`config.mk`:
```
export PLATFORM = sky130hd
export DESIGN_NAME = load_store_unit
export DESIGN_NICKNAME = d
export VERILOG_FILES = /design/src/rtl/load_store_unit.sv
export SDC_FILE = /design/constraint.sdc
export NUM_CORES = 1
export LEC_CHECK = 0
export BUFFER_PORTS_ARGS = -buffer_cell sky130_fd_sc_hd__buf_2
export CAP_MARGIN = 40
export CELL_PAD_IN_SITES_DETAIL_PLACEMENT = 0
export CELL_PAD_IN_SITES_GLOBAL_PLACEMENT = 1
export CORE_ASPECT_RATIO = 0.7
export CORE_MARGIN = 2
export CORE_UTILIZATION = 25
export CTS_CLUSTER_DIAMETER = 200
export CTS_CLUSTER_SIZE = 14
export DETAILED_ROUTE_END_ITERATION = 16
export PLACE_DENSITY_LB_ADDON = 0.1
export SLEW_MARGIN = 20
export SYNTH_ARGS = -nofsm -noshare
export SYNTH_HDL_FRONTEND = slang
export SYNTH_SLANG_ARGS = --single-unit
```
`constraint.sdc`:
```
create_clock -name clk -period 2 [get_ports clk]
set_clock_uncertainty 0.1 [all_clocks]
set_input_delay 0 -clock clk [delete_from_list [all_inputs] [get_ports clk]]
set_output_delay 0 -clock clk [all_outputs]
set_load 0.005 [all_outputs]
```
`src/rtl/load_store_unit.sv`:
```
// Load/store initiator for a word-addressed data memory with combinational ReadData.
// Handles sub-word loads with extension, sub-word stores as read-modify-write, and fault reporting.
module load_store_unit #(
  parameter int ADDR_BITS = 10
) (
  input  logic        clk,
  input  logic        reset,
  input  logic        req_valid,
  output logic        req_ready,
  input  logic        req_write,
  input  logic [1:0]  req_size,
  input  logic        req_unsigned,
  input  logic [31:0] req_addr,
  input  logic [31:0] req_wdata,
  output logic        resp_valid,
  input  logic        resp_ready,
  output logic [31:0] resp_rdata,
  output logic        resp_fault,
  output logic        MemRead,
  output logic        MemWrite,
  output logic [31:0] Address,
  output logic [31:0] WriteData,
  input  logic [31:0] ReadData
);

  typedef enum logic [2:0] {IDLE, LOAD, STORE, RMW_RD, RMW_WR, RESP} state_t;

  state_t      r_state;
  state_t      w_next;
  logic [1:0]  r_size;
  logic        r_unsigned;
  logic [31:0] r_addr;
  logic [31:0] r_wdata;
  logic [31:0] r_word;
  logic [31:0] r_rdata;
  logic        r_fault;

  logic        w_accept;
  logic        w_fault;
  logic        w_range_bad;
  logic [31:0] w_lane_shift;
  logic [31:0] w_load_data;
  logic [31:0] w_mask;
  logic [31:0] w_merged;
  logic [31:0] w_word_addr;

  assign req_ready   = (r_state == IDLE) & ~reset;
  assign resp_valid  = (r_state == RESP) & ~reset;
  assign resp_rdata  = r_rdata;
  assign resp_fault  = r_fault;
  assign w_accept    = req_valid & req_ready;
  assign w_word_addr = {r_addr[31:2], 2'b00};

  assign w_range_bad = (req_addr >> ADDR_BITS) != '0;
  assign w_fault = (req_size == 2'b11) | w_range_bad |
                   ((req_size == 2'b01) & req_addr[0]) |
                   ((req_size == 2'b10) & (req_addr[1:0] != 2'b00));

  // Aligned sub-word accesses share one shift: a half always sits at byte offset 0 or 2.
  assign w_lane_shift = ReadData >> {r_addr[1:0], 3'b000};

  always_comb begin
    w_load_data = ReadData;
    case (r_size)
      2'b00:   w_load_data = {{24{~r_unsigned & w_lane_shift[7]}},  w_lane_shift[7:0]};
      2'b01:   w_load_data = {{16{~r_unsigned & w_lane_shift[15]}}, w_lane_shift[15:0]};
      default: w_load_data = ReadData;
    endcase
  end

  assign w_mask   = ((r_size == 2'b00) ? 32'h0000_00FF : 32'h0000_FFFF) << {r_addr[1:0], 3'b000};
  assign w_merged = (r_word & ~w_mask) | ((r_wdata << {r_addr[1:0], 3'b000}) & w_mask);

  always_comb begin
    w_next    = r_state;
    MemRead   = 1'b0;
    MemWrite  = 1'b0;
    Address   = '0;
    WriteData = '0;
    case (r_state)
      IDLE: begin
        if (w_accept) begin
          if (w_fault)                 w_next = RESP;
          else if (!req_write)         w_next = LOAD;
          else if (req_size == 2'b10)  w_next = STORE;
          else                         w_next = RMW_RD;
        end
      end
      LOAD: begin
        MemRead = 1'b1;
        Address = w_word_addr;
        w_next  = RESP;
      end
      STORE: begin
        MemWrite  = 1'b1;
        Address   = w_word_addr;
        WriteData = r_wdata;
        w_next    = RESP;
      end
      RMW_RD: begin
        MemRead = 1'b1;
        Address = w_word_addr;
        w_next  = RMW_WR;
      end
      RMW_WR: begin
        MemWrite  = 1'b1;
        Address   = w_word_addr;
        WriteData = w_merged;
        w_next    = RESP;
      end
      RESP: begin
        if (resp_ready) w_next = IDLE;
      end
      default: w_next = IDLE;
    endcase
    // Reset must abort any in-flight access combinationally, not just at the next edge.
    if (reset) begin
      MemRead   = 1'b0;
      MemWrite  = 1'b0;
      Address   = '0;
      WriteData = '0;
    end
  end

  always_ff @(posedge clk) begin
    if (reset) begin
      r_state    <= IDLE;
      r_size     <= '0;
      r_unsigned <= 1'b0;
      r_addr     <= '0;
      r_wdata    <= '0;
      r_word     <= '0;
      r_rdata    <= '0;
      r_fault    <= 1'b0;
    end else begin
      r_state <= w_next;
      if (w_accept) begin
        r_size     <= req_size;
        r_unsigned <= req_unsigned;
        r_addr     <= req_addr;
        r_wdata    <= req_wdata;
        r_fault    <= w_fault;
        r_rdata    <= '0;
      end
      if (r_state == LOAD)   r_rdata <= w_load_data;
      if (r_state == RMW_RD) r_word  <= ReadData;
    end
  end

endmodule

```
==> run summary <==
Synthesized area -> 6420 um2
Worst path depth -> 8
Setup slack after layout -> -0.0169 ns
CP Cell Sequence -> buf_6 -> nor4b_4 -> buf_4 -> buf_12 -> nand2_1 -> o41ai_2 -> buf_4 -> buf_6
Synth top area cells -> dfxtp_1 (42%), nand2_1 (11%), nand2b_1 (5.5%)
Core Region -> 25400 um2
CTS H-Tree Depth -> 4
WS Path Type -> register to output port
Pwr per Cell Area -> 743 nW/um2
Main synth FF type -> dfxtp_1
Sequential area share after synthesis -> 42.1%
Crit. Startpoint -> r_state[0]
Drc violations -> 0
Status -> complete, but fails checks
Worst path top cell family by delay -> buffers and inverters
I/O pins -> 205
Number of setup violations in the final report -> 4
Most frequent cells after synthesis -> nand2_1 (195), dfxtp_1 (135), o21ai_0 (70)
Top-count cell post-synth -> nand2_1
Max cap viols -> 0
Die Span Y -> 138 um
Slew Viols, Final -> 0
Via count -> 7030
Initial Util -> 25.3%
Antenna-violating nets left -> 0
Post-synthesis cell count -> 825
WP data arrival -> 1.92 ns
CP max-delay cell -> dfxtp_2
Synth Register Bits -> 135
Setup crit end -> WriteData[18]
Worst Path Max Fanout -> 14
Number of synthesized flops with an enable pin -> 0
VDD IR-drop max -> 0.560 mV
Flop2flop setup slack -> 0 ns
Grt ovf -> 0
R2R Path End -> resp_rdata[13]
Unrepaired setup endpoints after global routing -> true
Fmax -> 0.496 GHz
Post-synth cell types -> 46
Yosys top cell area share -> 42.1%
DIE AREA -> 27000 um2
Clk buf depth -> 2
Number of diodes -> 0
TritonCTS clock tree -> done
Final Core Density -> 40.8%
Routed vias/inst -> 4.68
WHS -> 0.187 ns
Critical Path Start Type -> register
CTS Sinks -> 135
CTS Buf Count -> 17
Skew-Pair Late Insertion Delay -> 0.43 ns
Share of flip-flops with an asynchronous set or reset after synthesis -> 0%
Worst r2r src -> r_addr[1]
Worst hold-check path type -> input port to register
Clock transition at path regs -> 0.06 ns
DR pass1 iterations -> 5
Chip width -> 196 um
Layout filler cell count -> 2679
DRT iter0 DRCs -> 392
Post-synth top area cell -> dfxtp_1
Pre-CTS setup slack -> 0.0236 ns
GRT Total Usage -> 19.9%
CP required -> 1.90 ns
HPWL after DPL -> 19200 um
P_leak -> 4.45 nW
Routed WL -> 27000 um
Max incr delay on CP -> 0.32 ns
Initial antenna violation count -> 0
CTS Root Cell -> clkbuf_16
Tcrit/Tclk final -> 101%
Final #Nets -> 1263
First-pass GRT wire length -> 41000 um
Final Hold Vio Count -> 0
Share of layout cells above drive strength 1 -> 32.5%
WP buf/inv -> 5
GPL Wtd Cong -> 0.818
Port buffer count -> 202
Tmin final -> 2.02 ns
Pin count of the biggest net entering global routing -> 64
Wire per inst -> 18.0 um
Yosys warns -> 0
Mean post-synth cell area -> 7.79 um2
Placement Rows -> 49
Layout area overhead -> 61.7%
Failing checks -> negative setup slack
TNS Setup -> -0.0385 ns
Vias in the first global route -> 6953
Worst reg2reg path depth -> 7
CP endpoint kind -> output port
layer usage:
metal | wire [um] | GRT usage [%] | vias to the layer above
met5 | 0 | 0 | -
li1 | - | - | 3507
met1 | 14200 | 29.9 | 3328
met3 | 1550 | 5.03 | 16
met4 | 201 | 4.70 | 0
met2 | 11100 | 28.0 | 179
through the flow:
step,total power (W),std cells,area [um2]
floorplan,0.00348,826,6430
global placement,0.00402,1346,8080
detailed placement,0.00401,1346,8080
CTS,0.00775,1491,10100
global route,0.00809,1503,10400
finish,0.00772,1503,10400
sequential cells by signal, summed over array words and instances (netlist names):
signal      cells
r_addr         32
r_size          2
r_state         3
r_unsigned      1
r_wdata        32
r_word         32
resp_fault      1
resp_rdata     32
power by group:
group          switching [W]  internal (W)  leakage [nW]
sequential          0.000107       0.00283          1.10
clock                0.00122       0.00222         0.310
combinational       0.000679      0.000674          3.04
total                0.00200       0.00572          4.45
layout make-up:
class	instances	area, um2	share of cell area (%)
inverter	17	63.8	0.614
clock buffer	24	492	4.73
sequential	135	2720	26.2
clock inverter	8	143	1.37
multi-input combinational	608	3690	35.5
timing repair buffer	380	2870	27.6
tap	331	414	3.99
worst min-delay path: stages:
cell	delay (ns)
dlygate4sd3_1	0.51
buf_2	0.09
nand2_1	0.04
nand2_1	0.04
cells by family (layout without fill, tap and decap cells):
group / after synthesis / in the layout / synth area share, %
simple gates: 374 / 374 / 26.6
compound gates: 203 / 203 / 21.2
flops: 135 / 135 / 42.1
buf+inv: 83 / 429 / 5.55
mux: 28 / 28 / 4.42
other cells: 1 / 2 / 0.0584
xor+xnor: 1 / 1 / 0.136
how the worst min path moves through the flow:
stage,from,endpoint,slack [ns],cells after the start
2_1_floorplan,req_unsigned,r_unsigned,-0.001,2
3_3_place_gp,req_wdata[25],r_wdata[25],0.09,3
3_5_place_dp,req_wdata[27],r_wdata[27],0.09,3
4_1_cts,req_wdata[27],r_wdata[27],0.17,4
5_1_grt,req_wdata[26],r_wdata[26],0.20,4
6_report,req_wdata[27],r_wdata[27],0.19,4
cell usage in the layout (no fill, tap or decap), drive strengths merged, types with 8 or more instances in the layout:
cell type,count
a21oi,52
a221o,23
a22o,8
and2,9
and3,10
buf,274
clkbuf,25
dfxtp,135
dlygate4sd3,104
inv,17
mux2i,25
nand2,195
nand2b,56
nand3b,14
nor2,66
o21ai,72
o221ai,14
o31ai,10
timing repair:
item,CTS,global route
endpoints found under the hold margin,135,0
cloned,2,2
pin swaps,5,11
hold buffers,104,0
endpoints found under the setup margin,62,44
buffers inserted,7,10
gates resized for setup,50,57
Power figures use the tool's default switching activity.
